<file path="config.mk">
export PLATFORM = sky130hd
export DESIGN_NAME = mem_arbiter
export DESIGN_NICKNAME = d
export VERILOG_FILES = /design/src/rtl/mem_arbiter.sv
export SDC_FILE = /design/constraint.sdc
export NUM_CORES = 1
export LEC_CHECK = 0
export CAP_MARGIN = 30
export CORE_AREA = 2 2 100 102
export CTS_CLUSTER_DIAMETER = 40
export DETAILED_ROUTE_END_ITERATION = 8
export DIE_AREA = 0 0 102 104
export DONT_BUFFER_PORTS = 1
export PLACE_DENSITY = 0.7
export SLEW_MARGIN = 20
export SYNTH_ARGS = -nofsm -noshare
export SYNTH_HDL_FRONTEND = slang
export SYNTH_SLANG_ARGS = --single-unit
</file>
<file path="constraint.sdc">
create_clock -name clk -period 2.3 [get_ports clk]
set_input_delay 0.115 -clock clk [delete_from_list [all_inputs] [get_ports clk]]
set_output_delay 0.115 -clock clk [all_outputs]
set_load 0.01 [all_outputs]
</file>
<file path="src/rtl/mem_arbiter.sv">
// Two-requester single-port RAM arbiter.
// Instruction-fetch reads and data loads/stores share one RAM, with one
// transaction in flight at a time. When both requesters are valid in IDLE,
// the one not granted last time wins. A misaligned or out-of-range address
// returns an error response straight away and never touches the RAM.
//
// state  | meaning
// -------+---------------------------------------------------------------
// IDLE   | ready offered to the arbitration winner; handshake captured here
// ACCESS | one-cycle RAM command (mem_en high)
// WAIT   | MEM_LAT cycles of RAM latency; read data captured on the last one
// RESP   | one-cycle response to the owning requester
module mem_arbiter #(
    parameter int RAM_WORDS = 1024,
    parameter int MEM_LAT   = 1,
    localparam int AW       = $clog2(RAM_WORDS)
) (
    input  logic          clk,
    input  logic          rst_n,

    input  logic          i_req_valid,
    output logic          i_req_ready,
    input  logic [31:0]   i_req_addr,
    output logic          i_rsp_valid,
    output logic [31:0]   i_rsp_data,
    output logic          i_rsp_err,

    input  logic          d_req_valid,
    output logic          d_req_ready,
    input  logic          d_req_we,
    input  logic [31:0]   d_req_addr,
    input  logic [31:0]   d_req_wdata,
    input  logic [3:0]    d_req_wstrb,
    output logic          d_rsp_valid,
    output logic [31:0]   d_rsp_data,
    output logic          d_rsp_err,

    output logic          mem_en,
    output logic          mem_we,
    output logic [AW-1:0] mem_addr,
    output logic [31:0]   mem_wdata,
    output logic [3:0]    mem_wstrb,
    input  logic [31:0]   mem_rdata,

    output logic          busy
);

    typedef enum logic [1:0] {
        IDLE   = 2'd0,
        ACCESS = 2'd1,
        WAIT   = 2'd2,
        RESP   = 2'd3
    } state_t;

    localparam logic        SRC_I      = 1'b0;
    localparam logic        SRC_D      = 1'b1;
    localparam logic [2:0]  CNT_INIT   = 3'(MEM_LAT - 1);
    localparam logic [32:0] BYTE_LIMIT = 33'(RAM_WORDS) << 2;

    state_t          state_q, state_d;
    logic            last_grant_q, last_grant_d;
    logic            owner_q, owner_d;
    logic            we_q, we_d;
    logic [3:0]      wstrb_q, wstrb_d;
    logic [AW-1:0]   mem_addr_q, mem_addr_d;
    logic [31:0]     mem_wdata_q, mem_wdata_d;
    logic [2:0]      cnt_q, cnt_d;
    logic [31:0]     rsp_data_q, rsp_data_d;
    logic            rsp_err_q, rsp_err_d;

    logic            grant_i;
    logic            grant_d;
    logic [31:0]     sel_addr;
    logic            addr_err;

    // Round-robin arbitration; only offered while IDLE.
    always_comb begin
        grant_i = 1'b0;
        grant_d = 1'b0;
        if (state_q == IDLE) begin
            if (i_req_valid && d_req_valid) begin
                if (last_grant_q == SRC_D) begin
                    grant_i = 1'b1;
                end else begin
                    grant_d = 1'b1;
                end
            end else if (i_req_valid) begin
                grant_i = 1'b1;
            end else if (d_req_valid) begin
                grant_d = 1'b1;
            end
        end
    end

    assign i_req_ready = grant_i;
    assign d_req_ready = grant_d;

    // Address of the granted request and its alignment/range check.
    always_comb begin
        sel_addr = grant_d ? d_req_addr : i_req_addr;
        addr_err = (sel_addr[1:0] != 2'b00) || ({1'b0, sel_addr} >= BYTE_LIMIT);
    end

    // Next-state and transaction bookkeeping.
    always_comb begin
        state_d      = state_q;
        last_grant_d = last_grant_q;
        owner_d      = owner_q;
        we_d         = we_q;
        wstrb_d      = wstrb_q;
        mem_addr_d   = mem_addr_q;
        mem_wdata_d  = mem_wdata_q;
        cnt_d        = cnt_q;
        rsp_data_d   = rsp_data_q;
        rsp_err_d    = rsp_err_q;

        case (state_q)
            IDLE: begin
                if (grant_i || grant_d) begin
                    last_grant_d = grant_d ? SRC_D : SRC_I;
                    owner_d      = grant_d ? SRC_D : SRC_I;
                    rsp_data_d   = 32'h0;
                    if (addr_err) begin
                        // Bad address: answer next cycle, leave the RAM port alone.
                        rsp_err_d = 1'b1;
                        state_d   = RESP;
                    end else begin
                        rsp_err_d  = 1'b0;
                        we_d       = grant_d & d_req_we;
                        wstrb_d    = (grant_d && d_req_we) ? d_req_wstrb : 4'b0000;
                        mem_addr_d = sel_addr[AW+1:2];
                        if (grant_d) begin
                            mem_wdata_d = d_req_wdata;
                        end
                        state_d = ACCESS;
                    end
                end
            end
            ACCESS: begin
                cnt_d   = CNT_INIT;
                state_d = WAIT;
            end
            WAIT: begin
                if (cnt_q == 3'd0) begin
                    if (!we_q) begin
                        rsp_data_d = mem_rdata;
                    end
                    state_d = RESP;
                end else begin
                    cnt_d = cnt_q - 3'd1;
                end
            end
            RESP: begin
                rsp_data_d = 32'h0;
                rsp_err_d  = 1'b0;
                state_d    = IDLE;
            end
            default: begin
                state_d = IDLE;
            end
        endcase
    end

    // State and transaction registers; reset abandons any transaction.
    always_ff @(posedge clk or negedge rst_n) begin
        if (!rst_n) begin
            state_q      <= IDLE;
            last_grant_q <= SRC_D;
            owner_q      <= SRC_I;
            we_q         <= 1'b0;
            wstrb_q      <= 4'b0000;
            mem_addr_q   <= '0;
            mem_wdata_q  <= 32'h0;
            cnt_q        <= 3'd0;
            rsp_data_q   <= 32'h0;
            rsp_err_q    <= 1'b0;
        end else begin
            state_q      <= state_d;
            last_grant_q <= last_grant_d;
            owner_q      <= owner_d;
            we_q         <= we_d;
            wstrb_q      <= wstrb_d;
            mem_addr_q   <= mem_addr_d;
            mem_wdata_q  <= mem_wdata_d;
            cnt_q        <= cnt_d;
            rsp_data_q   <= rsp_data_d;
            rsp_err_q    <= rsp_err_d;
        end
    end

    // RAM command strobes exist only in ACCESS; address/wdata simply hold.
    always_comb begin
        mem_en    = (state_q == ACCESS);
        mem_we    = (state_q == ACCESS) && we_q;
        mem_wstrb = (state_q == ACCESS) ? wstrb_q : 4'b0000;
        mem_addr  = mem_addr_q;
        mem_wdata = mem_wdata_q;
        busy      = (state_q != IDLE);
    end

    // Responses go only to the owner; data and err are zero whenever valid is low.
    always_comb begin
        i_rsp_valid = (state_q == RESP) && (owner_q == SRC_I);
        d_rsp_valid = (state_q == RESP) && (owner_q == SRC_D);
        i_rsp_data  = i_rsp_valid ? rsp_data_q : 32'h0;
        d_rsp_data  = d_rsp_valid ? rsp_data_q : 32'h0;
        i_rsp_err   = i_rsp_valid & rsp_err_q;
        d_rsp_err   = d_rsp_valid & rsp_err_q;
    end

endmodule

</file>
# Word level (Yosys, flattened, before mapping)
# Index checks and enable logic that the tools add are counted.
# totals
input_bits	137
register_bits	87
wordCells	73
out_inout_bits	119
# op_classes
n_eq_ne	7
add_sub_neg	1
n_mux	28
order_cmp	1
bitwise	5
reduce_logical	21
# op_table
cell	count
2-to-1 mux 32 bit	6
case mux 32 bit (3 select lines)	1
>= comparator 32 x 13 -> 1 bit, second input constant	1
2-to-1 mux 1 bit	12
2-to-1 mux 4 bit	2
case mux 2 bit (4 select lines)	1
AND reduction 2 bit	4
AND reduction 4 bit	2
nonzero test 2 bit	4
2-to-1 mux 2 bit	3
!= test 2 bit, second input constant	3
case mux 3 bit (2 select lines)	1
logical AND 1 bit	5
equality test 2 bit, second input constant	2
AND 1 bit	3
logical NOT 3 bit	1
2-to-1 mux 3 bit	1
AND reduction 3 bit	1
nonzero test 3 bit	1
subtractor 3 x 1 -> 3 bit, second input constant	1
equality test 2 x 1 -> 1 bit, second input constant	1
logical NOT 2 bit	1
logical OR 1 bit	2
!= test 2 x 1 -> 1 bit, second input constant	1
2 further kinds	3

# Logic depth before layout (Yosys ltp)
# logic_depth
ltp_word	10
depth_mapped	8
mapped_depth_nobuf	7

# Worst setup path before layout
# OpenSTA, ideal clock, no wires.
# synth_timing
path_type	register to register
startpoint	register state_q[0]
endpoint	register mem_wdata_q[10] (netlist: mem_wdata[10])
period_less_slack_ns	2.221
path_stages_with_launch	7
t_required_ns	2.175
t_arrival_ns	2.096
path_slack_ns	0.079
path_cell_list	dfrtp_1 > inv_1 > ha_1 > nand3_1 > nor4_4 > buf_6 > mux2_2
# synth_via
elab_chain_len	7
word_cells_on_any_way	10
classes_between	order compare (1); mux (3); bitwise (1); reduce/logical (5)
# synth_rtl
item	line_no	source
start, declared	60	state_t state_q, state_d;
start signal, assigned	178	state_q <= state_d;
logical NOT 2 bit *	80, 117	
2-to-1 mux 1 bit	80	if (state_q == IDLE) begin
2-to-1 mux 32 bit	100	sel_addr = grant_d ? d_req_addr : i_req_addr;
>= comparator 32 x 13 -> 1 bit or nonzero test 2 bit (tied branches)	101	addr_err = (sel_addr[1:0] != 2'b00) || ({1'b0, sel_addr} >= BYTE_LIMIT);
logical OR 1 bit	101	
NOT 1 bit (no source line)	n/a	
AND reduction 4 bit (no source line) *	n/a	
end signal, assigned	184	mem_wdata_q <= mem_wdata_d;
end, declared	66	logic [31:0] mem_wdata_q, mem_wdata_d;
# Every way passes the cells marked *; elsewhere a longest branch is shown, timed or not.
# A chain may end at the register's enable or synchronous reset.

# Final worst setup path
# layout_timing
startpoint	register state_q[1]
endpoint	register mem_wdata_q[2] (netlist: mem_wdata[2])
# Same word-level chain as after synthesis.

==> metrics.md <==
| Metric | Value |
|---|---|
| Status | `finished, final reports clean` |
| Pins Over Slew Limit | `0` |
| Initial antenna violation count | `0` |
| Starting Density | `0.445` |
| Yosys warning total | `0` |
| Clk sinks | `87` |
| Register area share after synthesis | `0.513` |
| Crit path required time | `2530 ps` |
| Die X | `102 um` |
| Tcrit/Tclk final | `0.938` |
| Count of input and output buffers | `0` |
| Synth top area share | `0.507` |
| Initial DRC Count | `108` |
| Design Area, Final | `0.00555 sq mm` |
| CTS root buf | `clkbuf_8` |
| Post-synthesis instance total | `423` |
| Commonest non-fill, non-tap cell in the layout | `nand2_1` |
| Hold/Removal Path Class | `in -> reg` |
| Met2 Track Usage GR | `0.336` |
| P&R area growth vs syn | `30.7%` |
| Hpwl dp | `7.28 mm` |
| CTS tree | `yes` |
| Gr ovfl total | `0` |
| Vias in the first global route | `3,449` |
| DR DRC count | `0` |
| Die ar. | `0.0106 sq mm` |
| Placed Cells | `539` |
| Number of distinct library cells after synthesis | `36` |
| Leakage | `2.72 nW` |
| Share of power burned in registers | `0.416` |
| Worst VDD drop | `0.486 mV` |
| # diodes | `0` |
| Combinational share of power | `0.370` |
| Vias | `3,483` |
| Ports | `256` |
| Most frequent cells in the layout | `nand2_1, dlygate4sd3_1, dfrtp_1` |
| FF+latch count, synth | `87` |
| Setup Viol. Count Final | `0` |
| Setup crit start kind | `register` |
| Met3 GRT Util | `0.0544` |
| Max Root-Sink Buffers | `2` |
| GRT busiest layer | `met2` |
| Switching part of the total | `0.398` |
| Core Box Area | `0.00955 sq mm` |
| TritonCTS Buffers | `9` |
| Clk pin slew, worst setup/hold paths | `90 ps` |
| RSZ-0062 raised after global routing | `false` |
| Placer Congestion | `0.767` |
| Skew final | `10.4 ps` |
| Synthesized area | `0.00425 sq mm` |
| Largest net degree at the start of global routing | `88` |
| Clk_lat worst skew | `350 ps` |
| Power density cells | `822 mW/mm^2` |
| Internal power | `2.75 mW` |
| Fmax | `463 MHz` |
| Setup TNS | `0 ps` |
| Critical path data arrival time | `2390 ps` |
| Synth Net Count | `567` |
| Slew headroom | `0.456` |
| Final min period | `2160 ps` |
| Final nets | `656` |
| Ranking of synthesized cells by area | `dfrtp_1, mux2_2, nand2_1` |
| Drt wl/cell | `17.8 um` |
| Finished Layout Cells | `650` |
| Net Sw Power | `1.82 mW` |
| Synth area leader | `dfrtp_1` |
| Final WL | `11.6 mm` |
| Share of cells above drive strength 1 | `0.141` |
| Post-Syn Area per Cell | `10.0 sq um` |
| Worst Path Max Fanout | `14` |
| Final Hold Viols | `0` |
| First-pass GRT wire length | `17.0 mm` |
| Row cnt | `36` |
| Die Span Y | `104 um` |
| All-Layer GR Usage | `0.204` |
| Vias/cell | `5.36` |
| Worst setup path category | `reg -> reg` |
| Final ANT Viol Nets | `0` |
| Max Cap Viol | `0` |
| Least-Margin Pin Slew | `815 ps` |
| Clock power share | `0.214` |
| Area after DPL | `0.00438 sq mm` |
| Endpoint class of the critical path | `register` |
| Met1 Use GR | `0.254` |
| Drt pass-1 iters | `4` |
| H-tree Lvls | `3` |
## final cells by class
class / instances / area, sq um
fill: 788 / 4000
sequential: 87 / 2180
multi-input combinational: 304 / 1930
timing repair buffer: 103 / 1070
tap: 133 / 166
clock buffer: 10 / 138
clock inverter: 6 / 43.8
inverter: 7 / 26.3
## registers in the layout, summed over array words and instances, names as in the netlist
signal / flops
owner_q: 1
we_q: 1
mem_wdata: 32
mem_addr: 10
last_grant_q: 1
state_q: 2
rsp_data_q: 32
rsp_err_q: 1
cnt_q: 3
wstrb_q: 4
## critical path, cell delays in order (launching register included)
cell and delay, ps:
dfrtp_1 420, inv_1 140, ha_2 250, nand3_1 110
buf_4 210, nor4_4 220, buf_4 200, clkbuf_16 160
mux2_1 330
## cell usage after synthesis, drive strengths merged
master    n
mux2     43
clkbuf   19
ha        7
nor3      1
a32o      4
a21oi     3
dfrtp    86
mux2i     2
a31oi     1
o211a     1
buf       6
o31ai     1
nand2   101
nor2      7
nand4     1
o32a      1
xnor2     1
dfstp     1
and2     39
nand2b    3
nor3b     1
o22ai     1
or4       1
nor4     10
inv       7
o311a     1
and3     33
a22o      3
nor2b     1
o21ai    34
nand3     3
## power groups by stage
stage,registers (mW),logic [mW],clock network [mW]
2_1_floorplan,1.87,1.13,0
3_3_place_gp,1.90,1.45,0
3_5_place_dp,1.92,1.49,0
4_1_cts,1.89,1.67,1.02
5_1_grt,1.92,1.91,1.09
6_report,1.90,1.69,0.977
## logic make-up after synthesis
kind of cell               share of synthesized area
buffers and inverters                         0.0354
muxes                                          0.121
AOI/OAI and AO/OA                             0.0719
adders and majority gates                     0.0206
xor gates and xnor gates                     0.00206
and+or+nand+nor                                0.236
DFF                                            0.513
## per-stage QoR
stage,setup WS [ps],util,total power [mW],hold WS [ps]
3_5_place_dp,56.7,0.458,3.41,-178
4_1_cts,43.0,0.576,4.58,2.59
2_1_floorplan,78.9,-,3.00,-181
3_3_place_gp,176,0.458,3.35,-178
5_1_grt,7.82,0.581,4.92,18.1
6_report,142,0.581,4.56,16.5
## layer usage
layer  up-vias  wire [um]  part of all wire
li1       1613          -                 -
met1      1681       4910              0.42
met2       175       5550              0.48
met3        14        964             0.083
met4         0        170             0.015
met5         -          0                 0
## what timing repair did
item / in CTS / in global routing
endpoints found under the setup margin: 0 / 42
hold buffers: 92 / 0
buffers inserted: 0 / 1
resized for setup: 0 / 1
hold endpoints to repair: 168 / 0
## worst paths after layout
check	slack [ps]	cells past startpoint	start	end
max reg2reg	140	8	state_q[1]$_DFFE_PN0P_	mem_wdata[2]$_DFFE_PN0P_
min	20	3	i_req_addr[3]	mem_addr[1]$_DFFE_PN0P_
max in group asynchronous	1590	2	rst_n	last_grant_q$_DFFE_PN1P_
min reg2reg	500	1	wstrb_q[1]$_DFFE_PN0P_	wstrb_q[1]$_DFFE_PN0P_
min in group asynchronous	350	2	rst_n	mem_wdata[29]$_DFFE_PN0P_
max	140	8	state_q[1]$_DFFE_PN0P_	mem_wdata[2]$_DFFE_PN0P_
(Power assumes the default switching activity.)
